===== config.mk =====
export PLATFORM = sky130hd
export DESIGN_NAME = warmboot_ctrl_flat
export DESIGN_NICKNAME = d
export VERILOG_FILES = /design/src/rtl/warmboot_if.sv /design/src/rtl/warmboot_ctrl.sv /design/src/flat_wrapper.sv
export SDC_FILE = /design/constraint.sdc
export NUM_CORES = 1
export LEC_CHECK = 0
export ABC_AREA = 1
export BUFFER_PORTS_ARGS = -buffer_cell sky130_fd_sc_hd__buf_2
export CORE_ASPECT_RATIO = 0.9
export CORE_MARGIN = 5
export CORE_UTILIZATION = 56
export DETAILED_ROUTE_END_ITERATION = 8
export GPL_TIMING_DRIVEN = 1
export PLACE_DENSITY = 0.76
export SLEW_MARGIN = 20
export SYNTH_ARGS = -nofsm -noshare
export SYNTH_HDL_FRONTEND = slang
export SYNTH_SLANG_ARGS = --single-unit

===== constraint.sdc =====
create_clock -name clk_48mhz -period 1.6 [get_ports clk_48mhz]
set_input_delay 0.32 -clock clk_48mhz [delete_from_list [all_inputs] [get_ports clk_48mhz]]
set_output_delay 0.32 -clock clk_48mhz [all_outputs]
set_load 0.01 [all_outputs]

===== src/rtl/warmboot_if.sv =====
// warmboot_if: board-side signals between the bootloader core,
// the PLL, the flash/USB monitors and the warm-boot sequencer.
interface warmboot_if;
  logic       pll_lock;
  logic       boot_req;
  logic [1:0] image_sel;
  logic       spi_cs_n;
  logic       usb_activity;
  logic       core_reset;
  logic       usb_pu;
  logic [1:0] wb_s;
  logic       wb_boot;
  logic       busy_booting;

  modport master (
    output pll_lock,
    output boot_req,
    output image_sel,
    output spi_cs_n,
    output usb_activity,
    input  core_reset,
    input  usb_pu,
    input  wb_s,
    input  wb_boot,
    input  busy_booting
  );

  modport slave (
    input  pll_lock,
    input  boot_req,
    input  image_sel,
    input  spi_cs_n,
    input  usb_activity,
    output core_reset,
    output usb_pu,
    output wb_s,
    output wb_boot,
    output busy_booting
  );
endinterface


===== src/rtl/warmboot_ctrl.sv =====
// warmboot_ctrl: PLL-lock bring-up and SB_WARMBOOT exit sequencer.
// Define WARMBOOT_TIMEOUT_EN to add the idle auto-boot timer.
module warmboot_ctrl #(
  parameter logic [31:0] LOCK_CYCLES    = 32'd4096,
  parameter logic [31:0] DETACH_CYCLES  = 32'd480000,
  parameter logic [31:0] SETUP_CYCLES   = 32'd16,
  parameter logic [31:0] TIMEOUT_CYCLES = 32'd480000000,
  parameter logic [1:0]  TIMEOUT_IMAGE  = 2'b01
) (
  input logic       clk_48mhz,
  input logic       reset,
  warmboot_if.slave bus
);

  typedef enum logic [2:0] {
    LOCK_WAIT,
    RUN,
    DRAIN,
    DETACH,
    SETUP,
    BOOT
  } state_t;

  state_t      state;
  state_t      state_nx;
  logic [31:0] cnt;
  logic [31:0] cnt_nx;
  logic [1:0]  img;
  logic [1:0]  img_nx;
  logic        start;
  logic [1:0]  start_img;

`ifdef WARMBOOT_TIMEOUT_EN
  logic [31:0] idle;
  logic [31:0] idle_nx;
  logic        tmo;

  // Idle time only accumulates in RUN; a strobe restarts it.
  assign tmo = (state == RUN) && !bus.usb_activity
             && (idle == TIMEOUT_CYCLES - 32'd1);
  assign start     = bus.boot_req || tmo;
  assign start_img = bus.boot_req ? bus.image_sel : TIMEOUT_IMAGE;

  always_comb begin
    idle_nx = idle + 32'd1;
    if (state != RUN || bus.usb_activity)
      idle_nx = '0;
  end

  always_ff @(posedge clk_48mhz or posedge reset) begin
    if (reset) idle <= '0;
    else       idle <= idle_nx;
  end
`else
  logic unused_tmo;

  assign start      = bus.boot_req;
  assign start_img  = bus.image_sel;
  assign unused_tmo = ^{TIMEOUT_CYCLES, TIMEOUT_IMAGE,
                        bus.usb_activity};
`endif

  always_comb begin
    state_nx = state;
    cnt_nx   = cnt;
    img_nx   = img;
    unique case (state)
      LOCK_WAIT: begin
        if (!bus.pll_lock) begin
          cnt_nx = '0;
        end else if (cnt == LOCK_CYCLES - 32'd1) begin
          state_nx = RUN;
          cnt_nx   = '0;
        end else begin
          cnt_nx = cnt + 32'd1;
        end
      end
      RUN: begin
        // Lock loss outranks any boot request.
        if (!bus.pll_lock) begin
          state_nx = LOCK_WAIT;
        end else if (start) begin
          state_nx = DRAIN;
          img_nx   = start_img;
        end
      end
      DRAIN: begin
        if (bus.spi_cs_n)
          state_nx = DETACH;
      end
      DETACH: begin
        if (cnt == DETACH_CYCLES - 32'd1) begin
          state_nx = SETUP;
          cnt_nx   = '0;
        end else begin
          cnt_nx = cnt + 32'd1;
        end
      end
      SETUP: begin
        if (cnt == SETUP_CYCLES - 32'd1) begin
          state_nx = BOOT;
          cnt_nx   = '0;
        end else begin
          cnt_nx = cnt + 32'd1;
        end
      end
      BOOT: begin
        state_nx = BOOT;
      end
      default: begin
        state_nx = LOCK_WAIT;
        cnt_nx   = '0;
      end
    endcase
  end

  // Outputs are registered from the current state, one edge behind it.
  always_ff @(posedge clk_48mhz or posedge reset) begin
    if (reset) begin
      state            <= LOCK_WAIT;
      cnt              <= '0;
      img              <= 2'b00;
      bus.core_reset   <= 1'b1;
      bus.usb_pu       <= 1'b0;
      bus.wb_s         <= 2'b00;
      bus.wb_boot      <= 1'b0;
      bus.busy_booting <= 1'b0;
    end else begin
      state            <= state_nx;
      cnt              <= cnt_nx;
      img              <= img_nx;
      bus.core_reset   <= (state == LOCK_WAIT);
      bus.usb_pu       <= (state != LOCK_WAIT)
                       && (state != DETACH);
      bus.wb_s         <= img;
      bus.wb_boot      <= (state == BOOT);
      bus.busy_booting <= state inside {DRAIN, DETACH,
                                        SETUP, BOOT};
    end
  end

endmodule


===== src/flat_wrapper.sv =====
// flat-port wrapper written by rule: the top's interface ports become plain ports
module warmboot_ctrl_flat 
#(
  parameter logic [31:0] LOCK_CYCLES    = 32'd4096,
  parameter logic [31:0] DETACH_CYCLES  = 32'd480000,
  parameter logic [31:0] SETUP_CYCLES   = 32'd16,
  parameter logic [31:0] TIMEOUT_CYCLES = 32'd480000000,
  parameter logic [1:0]  TIMEOUT_IMAGE  = 2'b01
)
  (clk_48mhz, reset, bus_pll_lock, bus_boot_req, bus_image_sel, bus_spi_cs_n, bus_usb_activity, bus_core_reset, bus_usb_pu, bus_wb_s, bus_wb_boot, bus_busy_booting);
  warmboot_if bus_i ();
  input logic clk_48mhz;
  input logic reset;
  input wire logic [$bits(bus_i.pll_lock)-1:0] bus_pll_lock;
  input wire logic [$bits(bus_i.boot_req)-1:0] bus_boot_req;
  input wire logic [$bits(bus_i.image_sel)-1:0] bus_image_sel;
  input wire logic [$bits(bus_i.spi_cs_n)-1:0] bus_spi_cs_n;
  input wire logic [$bits(bus_i.usb_activity)-1:0] bus_usb_activity;
  output wire logic [$bits(bus_i.core_reset)-1:0] bus_core_reset;
  output wire logic [$bits(bus_i.usb_pu)-1:0] bus_usb_pu;
  output wire logic [$bits(bus_i.wb_s)-1:0] bus_wb_s;
  output wire logic [$bits(bus_i.wb_boot)-1:0] bus_wb_boot;
  output wire logic [$bits(bus_i.busy_booting)-1:0] bus_busy_booting;
  assign bus_i.pll_lock = bus_pll_lock;
  assign bus_i.boot_req = bus_boot_req;
  assign bus_i.image_sel = bus_image_sel;
  assign bus_i.spi_cs_n = bus_spi_cs_n;
  assign bus_i.usb_activity = bus_usb_activity;
  assign bus_core_reset = bus_i.core_reset;
  assign bus_usb_pu = bus_i.usb_pu;
  assign bus_wb_s = bus_i.wb_s;
  assign bus_wb_boot = bus_i.wb_boot;
  assign bus_busy_booting = bus_i.busy_booting;
  warmboot_ctrl #(.LOCK_CYCLES(LOCK_CYCLES), .DETACH_CYCLES(DETACH_CYCLES), .SETUP_CYCLES(SETUP_CYCLES), .TIMEOUT_CYCLES(TIMEOUT_CYCLES), .TIMEOUT_IMAGE(TIMEOUT_IMAGE)) u_core (.clk_48mhz(clk_48mhz), .reset(reset), .bus(bus_i));
endmodule

Word level (Yosys, flattened, before mapping). Index checks and enable logic that the tools add are counted.

Register bits: 43. Bits in latches: 0. RAM bits: 0. ROM bits: 0. Bits of input ports: 8. Output and inout bits: 6. Word-level logic and storage cells: 44. Memories: 0.

Add/sub/neg operators: 1. Multipliers: 0. Divide/modulo/power cells: 0. Magnitude comparators: 0. Eq/ne operators: 15. Shift operators: 0. Multiplexer cells: 13. Bitwise operators: 0. Reduce and logical (&&, ||, !) cells: 7.

Operators with widths (count): two-way mux 32 bit (4); one-hot mux 32 bit (4 select lines) (1); adder 32 x 1 -> 32 bit (second input constant) (1); equality test 32 x 12 -> 1 bit (second input constant) (1); equality test 32 x 19 -> 1 bit (second input constant) (1); equality test 32 x 4 -> 1 bit (second input constant) (1); two-way mux 3 bit (7); one-hot mux 3 bit (6 select lines) (1); equality test 3 x 2 -> 1 bit (second input constant) (2); equality test 3 bit (second input constant) (2); inequality test 2 x 1 -> 1 bit (second input constant) (3); AND reduction 6 bit (1); inequality test 2 bit (second input constant) (2); nonzero test 4 bit (1); equality test 3 x 1 -> 1 bit (second input constant) (1); zero test 3 bit (1); inequality test 3 x 2 -> 1 bit (second input constant) (1); inequality test 3 bit (second input constant) (1); AND reduction 3 bit (1); nonzero test 3 bit (1); OR reduction 3 bit (1); logical AND 1 bit (1).

Longest topological paths before layout. Gate-level depths: netlist (run 1).

Depth after elaboration: 4. Gate-level depth with buffers: 13. Gate-level depth less buffers: 12.

Worst setup path before layout (run 1). OpenSTA, ideal clock, no wires.

Path type: reg2reg. From: register u_core.cnt[0]. To: register u_core.cnt[18]. Library setup time: 0.115 ns. Data arrival time: 1.578 ns. Required time: 1.485 ns. Slack: -0.093 ns. Stages on the path, launching flop included: 12. Buffers on the path: 1. Clock period less this slack: 1.693 ns. Cells stage by stage: dfrtp_1 > ha_1 > inv_1 > nor2_2 > nand2_2 > nor2_2 > nand2_2 > nand3_1 > nand2_2 > buf_6 > nand2_2 > nand2_2.

Word-level cells in the longest chain between the ends: 4. Elaborated cells on any way between the ends: 9. Those cells by class: add/sub: 1; eq/ne: 3; mux: 5.

Ends and longest elaborated chain: start: declaration (line warmboot_ctrl.sv:26) `logic [31:0] cnt;`; start signal: assignment (line warmboot_ctrl.sv:130) `cnt <= cnt_nx;`; adder 32 x 1 -> 32 bit / equality test 32 x 12 -> 1 bit (equally long branches); two-way mux 32 bit (line warmboot_ctrl.sv:71) `end else if (cnt == LOCK_CYCLES - 32'd1) begin`; two-way mux 32 bit (line warmboot_ctrl.sv:69) `if (!bus.pll_lock) begin`; one-hot mux 32 bit (4 select lines) * (line warmboot_ctrl.sv:67) `unique case (state)`.

Mark *: on every way between the ends. The rest lies on a longest branch, timed or not. A chain may end at the register's enable or synchronous reset.

Worst setup path in the final report (run 1).
From: register u_core.cnt[9]. To: register u_core.cnt[31].

Same word-level chain as after synthesis.

==> results.json, run 1 <==
{
  "utilization_pct": 82.29,
  "hold_slack_ns": -0.001159,
  "grt_usage_pct": 28.85,
  "report.final.slew_viol_count": 0,
  "die_area_mm2": 0.007466,
  "io_buffers": 12,
  "h-tree-depth": 2,
  "rsz0062_at_grt": "yes",
  "p_per_area_mw_per_mm2": 404.6,
  "crit_required_ns": 1.81,
  "overflow": 0,
  "drt_iter0_drc": 398,
  "pre_cts_slack_ns": -0.2212,
  "tightest_slew_ns": 0.4263,
  "grt_antenna_before_repair": 0,
  "fin_area_mm2": 0.004658,
  "insertion_delay_ns": 0.31,
  "placed_area_mm2": 0.004040,
  "p_leak_nw": 2.169,
  "wl_per_cell_um": 17.98,
  "cts_tree": "done",
  "drt_wl_total_um": 12190,
  "synthDistinctLibCells": 27,
  "hold_viol": 2,
  "detail-route-antenna-nets": 0,
  "dpl.hpwl_um": 7544,
  "reg2reg_setup_slack_ns": -0.17,
  "layout-drive-gt1-share_pct": 40.95,
  "status": "finished, violations left",
  "synthCells": 502,
  "synth_seq_cells": 43,
  "cts-buffers-inserted": 5,
  "syn_nets": 514,
  "vdd_drop_max_mv": 0.4332,
  "violations": "negative hold slack, negative setup slack",
  "yosysWarnings": 0,
  "cp-end-kind": "flip-flop",
  "r2r-end": "u_core.cnt[31]",
  "cp-start-kind": "flip-flop",
  "synthTopCellsByArea": "dfrtp_1, nand2_1, nor2_1, nand3_1, nand4_1",
  "yosysTopAreaCell": "dfrtp_1",
  "maxSlewHeadroom_pct": 71.54,
  "worstPathArrival_ns": 1.98,
  "synth.yosys.seq_area_share_pct": 32.96,
  "clkTransAtPathRegs_ns": 0.09,
  "synth_area_mm2": 0.003268,
  "cts_hold_buffers": 0,
  "grt_pass1_vias": 3634,
  "yosys.area.top_type_share_pct": 32.16,
  "grt_max_degree": 26,
  "fmax_mhz": 565.2,
  "rows": 26,
  "cap_violations": 0,
  "r2r_cells": 12,
  "fin_crit_sh_pct": 110.6,
  "clockRootBuffer": "clkbuf_8",
  "start_util_pct": 57.74,
  "area_delta_synth_final_pct": 42.53,
  "gp_routability_congestion": 0.9963,
  "nNetsFinal": 619,
  "clock-sinks": 43,
  "syn_avg_cell_area_um2": 6.510,
  "fin_skew_ns": 0.007162,
  "num_vias": 4030,
  "critical_path_class": "reg -> reg",
  "hold_path_class": "in -> async",
  "timing.rr.start": "u_core.cnt[9]",
  "die_height_um": 82.48,
  "die_w_um": 90.53,
  "endpoint": "u_core.cnt[31]",
  "finalSetupViolations": 25,
  "cp_max_fo": 6,
  "drcViolationCount": 0,
  "first_pass_iters": 6,
  "worstSetupStartpoint": "u_core.cnt[9]",
  "cts_max_path_buffers": 2,
  "min_period_ns": 1.769,
  "insertedDiodeCount": 0,
  "grt_pass1_wl_um": 17190,
  "core-area_mm2": 0.005660,
  "via_per_inst": 5.944,
  "ios": 14,
  "fin_ws_ns": -0.1694
}
## worst min path at each step
stage                  start            endpoint  slack, ns
2_1_floorplan  u_core.img[0]  u_core.bus.wb_s[0]       0.35
3_5_place_dp           reset      u_core.cnt[15]       0.35
5_1_grt                reset      u_core.cnt[15]       0.03
3_3_place_gp           reset      u_core.cnt[15]       0.34
6_report               reset      u_core.cnt[22]     -0.001
4_1_cts                reset       u_core.cnt[1]       0.02
## registers in the layout, summed over array words and instances (netlist names)
| name | cells |
|---|---|
| u_core.bus.busy_booting | 1 |
| u_core.bus.core_reset | 1 |
| u_core.bus.wb_boot | 1 |
| u_core.state | 3 |
| u_core.cnt | 32 |
| u_core.bus.wb_s | 2 |
| u_core.img | 2 |
| u_core.bus.usb_pu | 1 |
## synthesized netlist by cell type (all sizes together)
cell    count
o21ai       6
clkinv      2
mux2        2
nor2       87
buf         4
a211oi      1
xor2       18
dfstp       1
xnor2       1
nor3        7
a21oi       1
nand4      33
nand2     167
inv        57
nand3      42
ha          4
and2        1
clkbuf     10
o21bai      2
dfrtp      42
o211ai     14
## final cells by class
type,count,area [µm²]
clock buffers,5,68.82
clock inverters,3,20.02
fillers,358,1002
inverters,59,226.5
multi-input cells,387,2292
flip-flops and latches,43,1094
well taps,70,87.58
repair buffers,111,869.6
## critical path, cell delays in order (launching register included)
cell and delay, ns:
dfrtp_2 0.47, buf_6 0.14, nor2_2 0.07, nand2_1 0.07, nor2_2 0.12, nand2_2 0.09
nor2_4 0.15, nor2_2 0.06, nor2_4 0.16, buf_12 0.14, nand2_8 0.08, nand2_2 0.08
nand2_2 0.04
## metal layers
layer | routed length (µm) | global-route usage, % | vias up
met5 | 0 | 0 | -
li1 | - | - | 1814
met1 | 4643 | 36.24 | 1885
met3 | 1084 | 4.348 | 78
met4 | 590 | 10.12 | 0
met2 | 5871 | 51.16 | 253
## per-stage QoR
stage / hold slack (ns) / instances / power [mW] / TNS, ns
2_1_floorplan: 0.3486 / 502 / 1.138 / -0.3290
3_3_place_gp: 0.3378 / 656 / 1.165 / -1.720
3_5_place_dp: 0.3456 / 656 / 1.168 / -2.826
4_1_cts: 0.01837 / 671 / 1.886 / -0.9408
5_1_grt: 0.03362 / 678 / 1.948 / -5.862
6_report: -0.001159 / 678 / 1.885 / -2.524
## where the power goes
| group | switching [mW] | total, mW | internal, mW |
|---|---|---|---|
| clock network | 0.431 | 0.736 | 0.305 |
| logic | 0.0422 | 0.0574 | 0.0152 |
| registers | 0.00174 | 1.09 | 1.09 |
| total | 0.475 | 1.88 | 1.41 |
## logic make-up (layout without fill, tap and decap cells)
kind of cell    count (synthesis)  count (layout)  share of synthesized area, %
fa+ha+maj                       4               4                         1.531
mux                             2               2                        0.6891
xor+xnor                       19              19                         5.092
buf+inv                        73             178                         8.729
flops                          43              43                         32.96
simple gates                  337             338                         46.02
compound gates                 24              24                         4.977
## placed cells by master (no fill, tap or decap), types with 2 or more instances in the layout
master,Yosys,final
buf_12,0,2
buf_2,3,12
buf_4,0,86
buf_6,1,11
clkbuf_8,0,5
clkinv_1,2,2
clkinvlp_4,0,2
dfrtp_1,42,29
dfrtp_2,0,13
ha_1,4,2
inv_1,54,47
inv_2,3,8
inv_4,0,2
mux2_2,2,2
nand2_1,139,121
nand2_2,28,40
nand2_4,0,6
nand3_1,42,34
nand3_2,0,5
nand3_4,0,3
nand4_1,33,33
nor2_1,82,48
nor2_2,3,23
nor2_4,2,16
nor3_1,7,3
nor3_2,0,3
o211ai_1,14,14
o21ai_0,5,4
o21ai_1,1,2
xor2_1,18,16
## repair_timing
item	CTS	global route
resized for setup	33	89
cloned	0	1
buffers inserted	7	7
setup endpoints to repair	22	37
pin swaps	10	20
No activity file was read; power rests on OpenSTA's default activity.
==> run 2, diff against run 1 <==
--- a/config.mk
+++ b/config.mk
@@ -8,11 +8,12 @@
 export ABC_AREA = 1
 export BUFFER_PORTS_ARGS = -buffer_cell sky130_fd_sc_hd__buf_2
 export CORE_ASPECT_RATIO = 0.9
-export CORE_MARGIN = 5
+export CORE_MARGIN = 2
 export CORE_UTILIZATION = 56
 export DETAILED_ROUTE_END_ITERATION = 8
 export GPL_TIMING_DRIVEN = 1
 export PLACE_DENSITY = 0.76
+export SETUP_SLACK_MARGIN = 0.3
 export SLEW_MARGIN = 20
 export SYNTH_ARGS = -nofsm -noshare
 export SYNTH_HDL_FRONTEND = slang
==> run 2 against run 1 <==
Fmax down 12%. The flow finishes with violations (design-rule violations, negative setup slack). Largest cell class unchanged. Design area up 9.8%. Sequential share of layout area down 2.0 points. Largest power group unchanged. Total power up 1.1%. Global-route usage up 14 points. Routed wire length up 44%.
==> results.json, run 2 (synthesis gave the netlist of run 1 again) <==
{
  "min_period_ns": 2.008,
  "area_delta_synth_final_pct": 56.55,
  "grt_pass1_vias": 4368,
  "wl_per_cell_um": 25.14,
  "r2r_cells": 10,
  "fin_total_pwr_mw": 1.906,
  "vdd_drop_max_mv": 0.5000,
  "finalSetupViolations": 35,
  "critical_path_class": "reg -> reg",
  "pre_cts_slack_ns": -0.1423,
  "clockRootBuffer": "clkbuf_8",
  "grt_use_met3_pct": 12.89,
  "grt_max_degree": 26,
  "p_leak_nw": 2.353,
  "die_w_um": 84.53,
  "drt_wl_total_um": 17580,
  "timing.rr.start": "u_core.cnt[0]",
  "h-tree-depth": 2,
  "start_util_pct": 57.74,
  "setup_tns_ns": -8.854,
  "cts-buffers-inserted": 5,
  "crit_required_ns": 1.76,
  "clock-sinks": 43,
  "io_buffers": 12,
  "dpl.hpwl_um": 7019,
  "placed_area_mm2": 0.003994,
  "tightest_slew_ns": 0.4882,
  "overflow": 0,
  "top_register": "u_core.cnt",
  "fin_area_mm2": 0.005116,
  "cts_max_path_buffers": 2,
  "nNetsFinal": 640,
  "cap_violations": 0,
  "grt.met1_usage_pct": 50.66,
  "fin_skew_ns": 0.01404,
  "hold_path_class": "in -> async",
  "cp_max_fo": 3,
  "insertion_delay_ns": 0.31,
  "num_vias": 4963,
  "core-area_mm2": 0.005660,
  "drcViolationCount": 1,
  "grt_pass1_wl_um": 21580,
  "first_pass_iters": 9,
  "grt_usage_pct": 42.45,
  "reg.largest.list": "u_core.cnt (32), u_core.state (3)",
  "drt_iter0_drc": 1158,
  "cts_tree": "done",
  "rows": 26,
  "report.final.slew_viol_count": 0,
  "grt_antenna_before_repair": 0,
  "cp-end-kind": "flip-flop",
  "layout-drive-gt1-share_pct": 50.08,
  "fmax_mhz": 497.9,
  "fin_crit_sh_pct": 125.5,
  "endpoint": "u_core.cnt[11]",
  "cp-start-kind": "flip-flop",
  "clkTransAtPathRegs_ns": 0.08,
  "hold_slack_ns": 0.04398,
  "reg2reg_setup_slack_ns": -0.41,
  "gp_routability_congestion": 1.045,
  "p_per_area_mw_per_mm2": 372.6,
  "worstPathArrival_ns": 2.17,
  "ios": 14,
  "worstSetupStartpoint": "u_core.cnt[0]",
  "cts_hold_buffers": 0,
  "grt_use_met2_pct": 66.46,
  "fin_ws_ns": -0.4085,
  "violations": "design-rule violations, negative setup slack",
  "maxSlewHeadroom_pct": 67.38,
  "via_per_inst": 7.100,
  "insertedDiodeCount": 0,
  "die_area_mm2": 0.006464,
  "status": "finished, violations left",
  "layout_commonest_cell": "nand2_1",
  "die_height_um": 76.48,
  "detail-route-antenna-nets": 0,
  "largest_register_ffs": 32,
  "layout_common_cells": "nand2_1, buf_4, nand2_2, inv_1, nor2_1",
  "hold_viol": 0,
  "rsz0062_at_grt": "yes",
  "r2r-end": "u_core.cnt[11]",
  "busiest_layer": "met2"
}
## run 2: cell types whose count changed in the layout (fill, tap and decap cells not counted), sizes merged
cell      delta
nand3        +1
inv          -1
nand2        -1
buf         +21
clkinvlp     -1
clkbuf       +2
## run 2: repair_timing
item,4_1_cts,5_1_grt
cloned,2,0
pin swaps,59,40
gates resized for setup,123,82
endpoints found under the setup margin,37,37
buffers inserted,26,17
## run 2: how the worst min path moves through the flow
| stage | from | endpoint | slack (ns) | cells past startpoint |
|---|---|---|---|---|
| 2_1_floorplan | reset | u_core.bus.busy_booting | 0.32 | 1 |
| 3_3_place_gp | reset | u_core.cnt[6] | 0.35 | 2 |
| 3_5_place_dp | reset | u_core.cnt[6] | 0.36 | 2 |
| 4_1_cts | reset | u_core.cnt[21] | 0.04 | 2 |
| 5_1_grt | reset | u_core.cnt[0] | 0.08 | 2 |
| 6_report | reset | u_core.cnt[0] | 0.04 | 2 |
## run 2: layout make-up
type / count / area, µm²
Multi-Input combinational cell: 387 / 2514
Sequential cell: 43 / 1097
Timing Repair Buffer: 132 / 1095
Fill cell: 201 / 544.3
Inverter: 59 / 231.5
Tap cell: 70 / 87.58
Clock buffer: 7 / 86.33
Clock inverter: 1 / 5.005
## run 2: report_power, final
group	leakage, nW	switching, mW	internal [mW]
clock	0.0482	0.404	0.349
combinational	1.84	0.0458	0.0161
sequential	0.469	0.00205	1.09
## run 2: layer usage
| layer | part of all wire [%] | wire, µm |
|---|---|---|
| met5 | 0 | 0 |
| met4 | 12 | 2111 |
| met3 | 17 | 2921 |
| met2 | 40 | 6973 |
| met1 | 32 | 5570 |
## run 2: per-stage QoR
| stage | instances | utilization, % |
|---|---|---|
| 2_1_floorplan | 502 | - |
| 3_3_place_gp | 646 | 70.56 |
| 3_5_place_dp | 646 | 70.56 |
| 4_1_cts | 682 | 83.58 |
| 5_1_grt | 699 | 90.38 |
| 6_report | 699 | 90.38 |
## run 2: critical path: stages (launching register included)
cell and delay [ns]:
dfrtp_1 0.43, buf_6 0.14, buf_4 0.15, inv_2 0.07, nor2_4 0.17, buf_6 0.14, nand3_4 0.10, xor2_1 0.25
inv_1 0.14, nand4_1 0.13, nand3_1 0.14
